===== config.mk =====
export PLATFORM = sky130hd
export DESIGN_NAME = conv_z_reader
export DESIGN_NICKNAME = d
export VERILOG_FILES = /design/src/rtl/conv_z_reader.sv
export SDC_FILE = /design/constraint.sdc
export NUM_CORES = 1
export LEC_CHECK = 0
export ABC_AREA = 1
export ABC_CLOCK_PERIOD_IN_PS = 5150
export CORE_AREA = 2 2 107 109
export CTS_CLUSTER_SIZE = 14
export DETAILED_ROUTE_END_ITERATION = 10
export DIE_AREA = 0 0 109 111
export DONT_BUFFER_PORTS = 1
export GPL_TIMING_DRIVEN = 0
export PLACE_DENSITY = 0.52
export SYNTH_ARGS = -nofsm -noshare
export SYNTH_HDL_FRONTEND = slang
export SYNTH_SLANG_ARGS = --single-unit
export TNS_END_PERCENT = 30

===== constraint.sdc =====
create_clock -name clk -period 5.15 [get_ports clk]
set_input_delay 1.03 -clock clk [delete_from_list [all_inputs] [get_ports clk]]
set_output_delay 1.03 -clock clk [all_outputs]
set_load 0.02 [all_outputs]

===== src/rtl/conv_z_reader.sv =====
// conv_z_reader: streams result memory Z out over a valid/ready port.
// Walks Z from address 0 to z_len-1 through a 1-cycle-latency read port.
// Returned words go through a 2-entry output FIFO. The FIFO has a bypass
// path, so a word can be presented in the same cycle it leaves the RAM.
// Optional build macro: ZREAD_CLEAR_EN adds a write port (clr_we/clr_addr).
// That port zeroes each word of Z as it is handed downstream.
//
// state | meaning
// IDLE  | waiting for start; busy low
// RUN   | issuing reads while pointer < length and buffer space allows
// FLUSH | all reads issued (or empty run); draining until final beat
// DONE  | one-cycle done pulse, busy still high
module conv_z_reader #(
  parameter int DATA_WIDTH = 16,
  parameter int ADDR_WIDTH = 6
) (
  input  logic                  clk,
  input  logic                  rst,
  input  logic                  start,
  input  logic [ADDR_WIDTH:0]   z_len,
  output logic                  busy,
  output logic                  done,
  output logic [ADDR_WIDTH-1:0] mem_addr_Z,
  input  logic [DATA_WIDTH-1:0] mem_data_Z,
  output logic                  rd_en,
  output logic [DATA_WIDTH-1:0] m_data,
  output logic                  m_valid,
  input  logic                  m_ready,
  output logic                  m_last
`ifdef ZREAD_CLEAR_EN
  ,
  output logic                  clr_we,
  output logic [ADDR_WIDTH-1:0] clr_addr
`endif
);

  localparam logic [ADDR_WIDTH:0] MAX_LEN = {1'b1, {ADDR_WIDTH{1'b0}}};
  localparam logic [ADDR_WIDTH:0] ONE     = {{ADDR_WIDTH{1'b0}}, 1'b1};

  typedef enum logic [1:0] {IDLE, RUN, FLUSH, DONE} state_t;

  state_t                state;
  logic [ADDR_WIDTH:0]   len;
  logic [ADDR_WIDTH:0]   rp;
  logic [ADDR_WIDTH:0]   sc;
  logic                  rd_d;
  logic [DATA_WIDTH-1:0] fifo_mem [2];
  logic                  wr_ptr;
  logic                  rd_ptr;
  logic [1:0]            count;

  logic                  fifo_empty;
  logic                  xfer;
  logic                  last_xfer;
  logic                  fifo_push;
  logic                  fifo_pop;
  logic [2:0]            occ_next;
  logic                  can_issue;
  logic [ADDR_WIDTH:0]   len_clamped;
  logic [DATA_WIDTH-1:0] head;

  // Stream side: FIFO head, or the word arriving from the RAM when the FIFO is empty
  always_comb begin
    fifo_empty  = (count == 2'd0);
    m_valid     = !fifo_empty || rd_d;
    head        = fifo_empty ? mem_data_Z : fifo_mem[rd_ptr];
    m_data      = m_valid ? head : '0;
    xfer        = m_valid && m_ready;
    m_last      = m_valid && (sc == len - ONE);
    last_xfer   = xfer && (sc == len - ONE);
    fifo_pop    = xfer && !fifo_empty;
    fifo_push   = rd_d && !(xfer && fifo_empty);
    // Words still held after this edge, plus the read on the bus now, must leave room
    occ_next    = {1'b0, count} + {2'b0, rd_d} - {2'b0, xfer};
    can_issue   = (rp < len) && ((occ_next + {2'b0, rd_en}) < 3'd2);
    len_clamped = (z_len > MAX_LEN) ? MAX_LEN : z_len;
    busy        = (state != IDLE);
    done        = (state == DONE);
  end

`ifdef ZREAD_CLEAR_EN
  // Zero each word of Z as it is transferred; sc is the address of the head word
  always_comb begin
    clr_we   = xfer;
    clr_addr = sc[ADDR_WIDTH-1:0];
  end
`endif

  // Sequencer: read pointer, sent counter and read strobe
  always_ff @(posedge clk) begin
    if (rst) begin
      state      <= IDLE;
      len        <= '0;
      rp         <= '0;
      sc         <= '0;
      rd_en      <= 1'b0;
      rd_d       <= 1'b0;
      mem_addr_Z <= '0;
    end else begin
      rd_d <= rd_en;
      if (xfer) sc <= sc + ONE;
      case (state)
        IDLE: begin
          rd_en <= 1'b0;
          if (start) begin
            len <= len_clamped;
            sc  <= '0;
            if (len_clamped == '0) begin
              // Empty run still passes through FLUSH so done lands two cycles after start
              rp    <= '0;
              state <= FLUSH;
            end else begin
              rd_en      <= 1'b1;
              mem_addr_Z <= '0;
              rp         <= ONE;
              state      <= RUN;
            end
          end
        end
        RUN: begin
          if (can_issue) begin
            rd_en      <= 1'b1;
            mem_addr_Z <= rp[ADDR_WIDTH-1:0];
            rp         <= rp + ONE;
          end else begin
            rd_en <= 1'b0;
          end
          if (rp == len) state <= FLUSH;
        end
        FLUSH: begin
          rd_en <= 1'b0;
          if ((len == '0) || last_xfer) state <= DONE;
        end
        DONE: begin
          rd_en <= 1'b0;
          state <= IDLE;
        end
        default: state <= IDLE;
      endcase
    end
  end

  // FIFO pointers and occupancy
  always_ff @(posedge clk) begin
    if (rst) begin
      wr_ptr <= 1'b0;
      rd_ptr <= 1'b0;
      count  <= 2'd0;
    end else begin
      if (fifo_push) wr_ptr <= ~wr_ptr;
      if (fifo_pop)  rd_ptr <= ~rd_ptr;
      count <= count + {1'b0, fifo_push} - {1'b0, fifo_pop};
    end
  end

  // FIFO storage, no reset needed since count gates every read
  always_ff @(posedge clk) begin
    if (fifo_push) fifo_mem[wr_ptr] <= mem_data_Z;
  end

endmodule


# After elaboration in Yosys (flattened, before gate mapping)
# Memories as Yosys holds them, arrays and structs flattened. A register that Yosys moved wholly into a read port is not among the register bits.
# Index checks and enable logic that the tools add are counted.
classes:
  n_eq_ne: 10
  bitwise: 2
  mul: 0
  n_lt_le_gt_ge: 3
  add_sub_neg: 8
  div_mod_pow: 0
  shift: 0
  n_mux: 27
  n_reduce_logical: 22
ops:
  columns: ["cell", "n"]
  rows:
  - ["$mux W7", 6]
  - ["$mux W16", 2]
  - ["$mux W6", 3]
  - ["$add A7 B1 Y7 const B", 2]
  - ["$eq A7 B7 Y1", 2]
  - ["$logic_not A7 Y1", 2]
  - ["$pmux W7 S2", 1]
  - ["$pmux W6 S2", 1]
  - ["$ne A2 B2 Y1 const B", 5]
  - ["$mux W1", 8]
  - ["$mux W2", 4]
  - ["$pmux W2 S4", 1]
  - ["$gt A7 B7 Y1 const B", 1]
  - ["$logic_and A1 B1 Y1", 7]
  - ["$lt A7 B7 Y1", 1]
  - ["$sub A7 B1 Y7 const B", 1]
  - ["$reduce_and A3 Y1", 2]
  - ["$eq A2 B2 Y1 const B", 2]
  - ["$logic_not A2 Y1", 2]
  - ["$reduce_and A4 Y1", 1]
  - ["$reduce_bool A2 Y1", 2]
  - ["$add A2 B1 Y3", 1]
  - ["$add A3 B1 Y3", 1]
  - ["$lt A3 B2 Y1 const B", 1]
  - ["other kinds (10)", 13]
word_totals:
  ram_bits: 32
  mem_count: 1
  output_inout_bits: 27
  word_cells: 83
  latchBits: 0
  in_bits: 27
  romBits: 0
  ff_bits: 35
mem_list:
  columns: ["memory", "depth", "word_bits", "read_ports", "rd_clocked_by_memory_dff", "wr", "line", "rtl"]
  rows:
  - ["fifo_mem", 2, 16, 1, 1, 1, "47", "logic [DATA_WIDTH-1:0] fifo_mem [2];"]

# Depth between registers and ports, before layout
# Gate-level depths: netlist of run 1.
depth:
  word_depth: 10
  ltp_mapped: 17
  ltp_nobuf: 16

# Worst setup path after synthesis of run 1
# OpenSTA, ideal clock, no wires.
synth_timing:
  path_kind: "input port to flip-flop"
  startpoint: "input m_ready"
  endpoint: "register rp[0]"
  path_buffers: 0
  setup_slack_ps: 1811
  required_time_ps: 5028
  t_arrival_ps: 3216
  setup_time_ps: 122
  stages: 15
  path_cell_list: "inv_1 > nor2_8 > ha_1 > inv_1 > ha_1 > a21o_1 > fa_1 > nor2_1 > nand2_1 > nor3_2 > nand2_1 > nand2_2 > nand2_1 > o21ai_0 > a21oi_1"
synth_via:
  elab_chain_cells: 7
synth_rtl:
  columns: ["item", "line", "rtl"]
  rows:
  - ["start, declared", "28", "input logic m_ready,"]
  - ["$logic_and A1 B1 Y1", "68", "xfer = m_valid && m_ready;"]
  - ["$sub A3 B1 Y3", "74", "occ_next = {1'b0, count} + {2'b0, rd_d} - {2'b0, xfer};"]
  - ["$add A3 B1 Y3", "75", "can_issue = (rp < len) && ((occ_next + {2'b0, rd_en}) < 3'd2);"]
  - ["$lt A3 B2 Y1", "75", null]
  - ["$logic_and A1 B1 Y1", "75", null]
  - ["$ne A2 B2 Y1 (no source line)", null, null]
  - ["$reduce_and A3 Y1 (no source line)", null, null]
  - ["end signal, assigned", "124", "rp <= rp + ONE;"]
  - ["end, declared", "44", "logic [ADDR_WIDTH:0] rp;"]
# No other way between the ends.
# A chain may end at the register's enable or synchronous reset.

# Final worst setup path of run 1
layout_timing:
  startpoint: "register count[1]"
  endpoint: "register rp[0]"
layout_via:
  elab_chain_cells: 10
  word_cells_on_any_way: 11
  cone_classes: "add/sub: 3; order compare: 1; eq/ne: 1; reduce/logical: 6"
layout_rtl:
  columns: ["item", "line", "rtl"]
  rows:
  - ["start, declared", "50", "logic [1:0] count;"]
  - ["start signal, assigned", "152", "count <= count + {1'b0, fifo_push} - {1'b0, fifo_pop};"]
  - ["$logic_not A2 Y1", "64", "fifo_empty = (count == 2'd0);"]
  - ["$logic_not A1 Y1", "65", "m_valid = !fifo_empty || rd_d;"]
  - ["$logic_or A1 B1 Y1", "65", null]
  - ["$logic_and A1 B1 Y1", "68", null]
  - ["$sub A3 B1 Y3 (*)", "74", null]
  - ["$add A3 B1 Y3 (*)", "75", null]
  - ["$lt A3 B2 Y1 (*)", "75", null]
  - ["$logic_and A1 B1 Y1 (*)", "75", null]
  - ["$ne A2 B2 Y1 (no source line) (*)", null, null]
  - ["$reduce_and A3 Y1 (no source line) (*)", null, null]
# Every way passes the cells marked *; elsewhere a longest branch is shown, timed or not.

==> flow_metrics.env, run 1 <==
export IMPL_grt_overflow_total=0
export IMPL_dp_slack_ps=1520
export IMPL_cts_tree="done"
export IMPL_crit_fanout=10
export IMPL_regArea_um2=1680
export IMPL_rr_startpoint="count[1]"
export IMPL_multi_input_area_um2=1740
export IMPL_clockBufferDepth=2
export IMPL_netlist_top_cells_area="edfxtp_1 26%, dfxtp_1 19%, nand2_1 7.6%, nor2_1 7.5%, ha_1 6.7%"
export IMPL_hold_slack_ps=465
export IMPL_core_area_um2=11100
export IMPL_timing_final_crit_share_pct=65.5
export IMPL_skew_ps=4.56
export IMPL_synthArstFlopShare_pct=0
export IMPL_ys_ff_latch=68
export IMPL_num_rows=39
export IMPL_dr_pass1_iters=6
export IMPL_grt_setup_unrepaired="false"
export IMPL_yosys_top_cells_count="76 x nand2_1, 75 x nor2_1, 66 x inv_1"
export IMPL_cp_start_kind="register"
export IMPL_synth_area_per_cell_um2=8.22
export IMPL_syn_num_nets=503
export IMPL_placed_area_um2=3930
export IMPL_min_from="rd_ptr"
export IMPL_grt_pass1_vias=2873
export IMPL_root_buffer="clkbuf_16"
export IMPL_n_fill_cell=1143
export IMPL_grt_start_max_net_pins=18
export IMPL_peakVddDrop_uv=267
export IMPL_clkSinkCount=68
export IMPL_rr_endpoint="rp[0]"
export IMPL_drc=0
export IMPL_worstMarginPinSlew_ps=901
export IMPL_ctsHtreeMaxLevel=3
export IMPL_netlist_instances=455
export IMPL_final_nets=514
export IMPL_cp_data_required_time_ps=5360
export IMPL_yosysTopAreaCell="edfxtp_1"
export IMPL_crit_top_cell="nand2_1"
export IMPL_die_h_um=111
export IMPL_synth_top_area_share_pct=25.7
export IMPL_drt_iter0_drc=141
export IMPL_drv_slew=0
export IMPL_place_hpwl_um=6050
export IMPL_wl_per_cell_um=13.6
export IMPL_io_buffers=0
export IMPL_ctsHoldBuffers=0
export IMPL_top_level_ports=54
export IMPL_netlist_area_um2=3740
export IMPL_clkTransAtPathRegs_ps=60
export IMPL_hold_path_class="reg -> reg"
export IMPL_crit_path_top_delay_cell="fa_1"
export IMPL_area_delta_synth_final_pct=13.6
export IMPL_grt_total_usage_pct=14.6
export IMPL_critPathArrivalTime_ps=3580
export IMPL_die_w_um=109
export IMPL_r2r_slack_ps=1780
export IMPL_min_path_cells=1
export IMPL_die_area_um2=12100
export IMPL_power_leakage_nw=1.88
export IMPL_insertion_delay_ps=330
export IMPL_ys_flop_type="dfxtp_1"
export IMPL_yosys_warnings=0
export IMPL_critPathKind="reg -> reg"
export IMPL_fin_total_pwr_w=0.00225
export IMPL_cts_resized=0
export IMPL_p_per_area_nw_per_um2=529
export IMPL_maxSlewHeadroom_pct=39.8
export IMPL_n_antenna_cell=0
export IMPL_finalHoldViolCount=0
export IMPL_max_stage_delay_ps=440
export IMPL_cts_buffers=9
export IMPL_tns_ps=0
export IMPL_cp_startpoint="count[1]"
export IMPL_ff2ff_path_depth=17
export IMPL_max_freq_mhz=297
export IMPL_fin_ws_ps=1780
export IMPL_end_kind="register"
export IMPL_antenna_found_initial=0
export IMPL_vias_per_cell=4.79
export IMPL_status="finished clean"
export IMPL_crit_chain="or2_1 -> buf_6 -> nor2_8 -> nor2_8 -> ha_1 -> inv_1 -> ha_1 -> a21o_1 -> fa_1 -> nor2_1 -> nand2_1 -> nor3_2 -> nand2_1 -> nand2_2 -> nand2_1 -> o21ai_0 -> a21oi_1"
export IMPL_drive_gt1_share_pct=10.4
export IMPL_gp_congestion=0.805
export IMPL_ys_types=30
export IMPL_seq_area_frac_synth_pct=44.9
export IMPL_synth_edff_count=32
export IMPL_finalInstanceArea_um2=4250
export IMPL_vias=2941
export IMPL_grt_pass1_wl_um=13800
export IMPL_start_util_pct=33.8
export IMPL_post_cts_buffers=0
export IMPL_drv_cap=0
export IMPL_drt_antenna_violating_nets=0
export IMPL_wl_um=8370
export IMPL_finalSetupViolations=0
export IMPL_yosysMostFrequentCell="nand2_1"
export IMPL_period_needed_ps=3370
## registers in the layout (all words and copies together), names as in the netlist, named ones only
name / flops
rd_d: 1
state: 2
wr_ptr: 1
rd_ptr: 1
count: 2
mem_addr_Z: 6
fifo_mem: 32
len: 7
rp: 7
sc: 7
rd_en: 1
## logic make-up after synthesis
group           synth area share (%)
buf+inv                         8.60
mux                             4.82
simple gates                    23.3
compound gates                  8.56
fa+ha+maj                       7.22
flops                           44.9
xor+xnor                        2.58
## power by group
group | switching [W] | leakage [nW] | internal [W]
Sequential | 0.0000418 | 0.581 | 0.000617
Combinational | 0.000644 | 1.14 | 0.000276
Clock | 0.000240 | 0.156 | 0.000427
## layer usage
metal  track usage [%]  share of wire, %
met4              4.19               1.2
met1              18.6                47
met5                 0                 0
met2              23.4                45
met3              4.76               7.1
## per-stage QoR
step | std cells | utilization [%]
after detailed placement | 598 | 35.4
after global routing | 614 | 38.4
final | 614 | 38.4
after global placement | 598 | 35.4
after floorplan | 455 | -
after CTS | 614 | 38.4
## placed cells by master (no fill, tap or decap), types with 3 or more instances in the layout
cell type | synthesis | layout
inv_1 | 66 | 66
nand3_1 | 24 | 24
xnor2_1 | 5 | 5
mux2_2 | 16 | 16
edfxtp_1 | 32 | 32
nor2_1 | 75 | 73
dfxtp_1 | 36 | 36
o21ai_0 | 26 | 26
xor2_1 | 6 | 6
buf_2 | 4 | 4
a21oi_1 | 28 | 28
clkbuf_16 | 0 | 9
ha_1 | 20 | 20
nand4_1 | 11 | 11
clkbuf_1 | 7 | 7
nor2_2 | 1 | 3
nand2_1 | 76 | 76
## how the worst max path moves through the flow
stage	to	slack, ps
after floorplan	rp[0]	1810
after detailed placement	rp[0]	1520
after CTS	rp[0]	1750
after global routing	rp[0]	1500
after global placement	rp[0]	1520
final	rp[0]	1780
## area by class of cell
type                    count  area share [%]
plain buffers              14            1.74
clock buffers               9            5.30
clock inverters             7            2.33
inverters                  66            5.83
multi-input cells         307            41.0
flip-flops and latches     68            39.6
well taps                 143            4.21
## worst max-delay path, delay by kind of cell, from the launching register on
family | cells | cell delay (ps)
and+or+nand+nor | 9 | 1290
DFF | 1 | 340
AOI/OAI and AO/OA | 3 | 430
buffers and inverters | 2 | 190
adders and majority gates | 3 | 980
(Power assumes the default switching activity.)
==> inputs of run 2 (changes only) <==
--- a/config.mk
+++ b/config.mk
@@ -6,14 +6,14 @@
 export NUM_CORES = 1
 export LEC_CHECK = 0
 export ABC_AREA = 1
-export ABC_CLOCK_PERIOD_IN_PS = 5150
+export ABC_CLOCK_PERIOD_IN_PS = 2900
 export CORE_AREA = 2 2 107 109
 export CTS_CLUSTER_SIZE = 14
 export DETAILED_ROUTE_END_ITERATION = 10
 export DIE_AREA = 0 0 109 111
 export DONT_BUFFER_PORTS = 1
 export GPL_TIMING_DRIVEN = 0
-export PLACE_DENSITY = 0.52
+export PLACE_DENSITY = 0.54
 export SYNTH_ARGS = -nofsm -noshare
 export SYNTH_HDL_FRONTEND = slang
 export SYNTH_SLANG_ARGS = --single-unit
==> constraint.sdc (replaced) <==
create_clock -name clk -period 2.9 [get_ports clk]
set_input_delay 0.58 -clock clk [delete_from_list [all_inputs] [get_ports clk]]
set_output_delay 0.58 -clock clk [all_outputs]
set_load 0.02 [all_outputs]
==> run 2 against run 1 <==
  * The flow now finishes with violations (setup timing)
  * Via count is 1.4% higher
  * Clock skew grew 2.9 ps
  * Cell count is 1.3% higher
  * First-iteration DRC count is 22% higher
  * Clock power rose by 66%
  * Critical path depth decreased by 1
==> flow_metrics.env, run 2 (synthesis results as in run 1) <==
export IMPL_end_kind="register"
export IMPL_clkSinkCount=68
export IMPL_met3_usage_pct=3.94
export IMPL_top_level_ports=54
export IMPL_crit_fanout=5
export IMPL_timing_final_crit_share_pct=100
export IMPL_max_freq_mhz=343
export IMPL_insertion_delay_ps=330
export IMPL_cp_startpoint="count[0]"
export IMPL_tns_ps=-12.4
export IMPL_finalSetupViolations=1
export IMPL_cp_start_kind="register"
export IMPL_wl_um=8440
export IMPL_final_common_cell="nand2_1"
export IMPL_n_antenna_cell=0
export IMPL_drive_gt1_share_pct=14.4
export IMPL_cts_buffers=9
export IMPL_clockBufferDepth=2
export IMPL_largest_reg_flops=32
export IMPL_drt_antenna_violating_nets=0
export IMPL_ff2ff_path_depth=16
export IMPL_critPathKind="reg -> reg"
export IMPL_cp_top_family="simple AND/OR/NAND/NOR gates"
export IMPL_layout_common_cells="74 x nand2_1, 73 x nor2_1, 65 x inv_1"
export IMPL_ctsHtreeMaxLevel=3
export IMPL_r2r_slack_ps=-10
export IMPL_fin_ws_ps=-12.4
export IMPL_start_util_pct=33.8
export IMPL_wl_per_cell_um=13.6
export IMPL_antenna_found_initial=0
export IMPL_grtUsageMet2_pct=21.9
export IMPL_io_buffers=0
export IMPL_rr_endpoint="mem_addr_Z[0]"
export IMPL_status="complete, but fails checks"
export IMPL_critPathArrivalTime_ps=3170
export IMPL_skew_ps=7.49
export IMPL_grtUsageMet1_pct=18.9
export IMPL_dr_pass1_iters=5
export IMPL_maxSlewHeadroom_pct=41.1
export IMPL_gr_max_usage_layer="met2"
export IMPL_p_per_area_nw_per_um2=938
export IMPL_finalHoldViolCount=0
export IMPL_cp_depth=16
export IMPL_vias_per_cell=4.79
export IMPL_cts_tree="done"
export IMPL_worstMarginPinSlew_ps=882
export IMPL_cp_data_required_time_ps=3160
export IMPL_core_area_um2=11100
export IMPL_period_needed_ps=2910
export IMPL_grt_pass1_vias=2724
export IMPL_drt_iter0_drc=172
export IMPL_dp_slack_ps=-386
export IMPL_vias=2982
export IMPL_place_hpwl_um=6020
export IMPL_crit_buf_inv=2
export IMPL_drc=0
export IMPL_area_delta_synth_final_pct=16.5
export IMPL_grt_setup_unrepaired="true"
export IMPL_violations="setup timing"
export IMPL_die_w_um=109
export IMPL_grt_pass1_wl_um=13300
export IMPL_num_rows=39
export IMPL_root_buffer="clkbuf_16"
export IMPL_min_from="mem_data_Z[13]"
export IMPL_crit_chain="or2_4 -> nor2_8 -> nor2_8 -> ha_4 -> inv_4 -> ha_4 -> a21o_1 -> fa_1 -> nor2_1 -> nand2_1 -> nor3_2 -> nand2_1 -> nand2_4 -> buf_6 -> nand4_1 -> a21oi_1"
export IMPL_grt_start_max_net_pins=18
export IMPL_peakVddDrop_uv=404
export IMPL_power_leakage_nw=1.91
export IMPL_clkTransAtPathRegs_ps=60
export IMPL_max_stage_delay_ps=440
export IMPL_die_h_um=111
export IMPL_drv_slew=0
export IMPL_final_nets=522
export IMPL_die_area_um2=12100
export IMPL_hold_path_class="in -> reg"
export IMPL_crit_path_top_delay_cell="fa_1"
export IMPL_ctsHoldBuffers=0
export IMPL_critPathCapture="mem_addr_Z[0]"
export IMPL_gp_congestion=0.856
export IMPL_grt_total_usage_pct=14.0
export IMPL_drv_cap=0
export IMPL_grt_overflow_total=0
export IMPL_top_register="fifo_mem"
export IMPL_rr_startpoint="count[0]"
run 2: through the flow:
stage	cell area (µm²)	instances	total power, W	hold WS (ps)	util [%]
after floorplan	3750	455	0.00250	426	-
after global placement	3930	598	0.00281	439	35.5
after detailed placement	3930	598	0.00283	446	35.5
after CTS	4330	621	0.00411	333	39.1
after global routing	4360	622	0.00438	328	39.3
final	4360	622	0.00409	347	39.3
run 2: what timing repair did:
item | 4_1_cts | 5_1_grt
setup buffers | 6 | 2
resized for setup | 10 | 6
endpoints found under the setup margin | 13 | 14
gates cloned | 1 | 0
pin swaps | 14 | 13
run 2: area by class of cell:
class                   count  area, µm²
clock buffers               9        225
multi-input cells         307       1810
clock inverters             7       76.3
fillers                  1073       6720
inverters                  66        250
repair buffers              9       71.3
well taps                 143        179
plain buffers              13       62.6
flip-flops and latches     68       1680
run 2: how the worst min path moves through the flow:
stage | end | depth (start not counted)
finish | fifo_mem[0][13] | 0
global route | fifo_mem[0][10] | 0
CTS | fifo_mem[1][9] | 0
detailed placement | rd_ptr | 1
global placement | rd_ptr | 1
floorplan | register | 1
run 2: metal layers:
layer	part of all wire, %	routed length [µm]	up-vias
met1	46	3900	1360
met5	0	0	-
met4	0.45	38	0
met3	6.6	553	4
met2	47	3950	95
li1	-	-	1523
run 2: power breakdown:
part	internal (W)	switching, W
Combinational	0.000608	0.00121
Clock	0.000670	0.000437
Sequential	0.00110	0.0000691
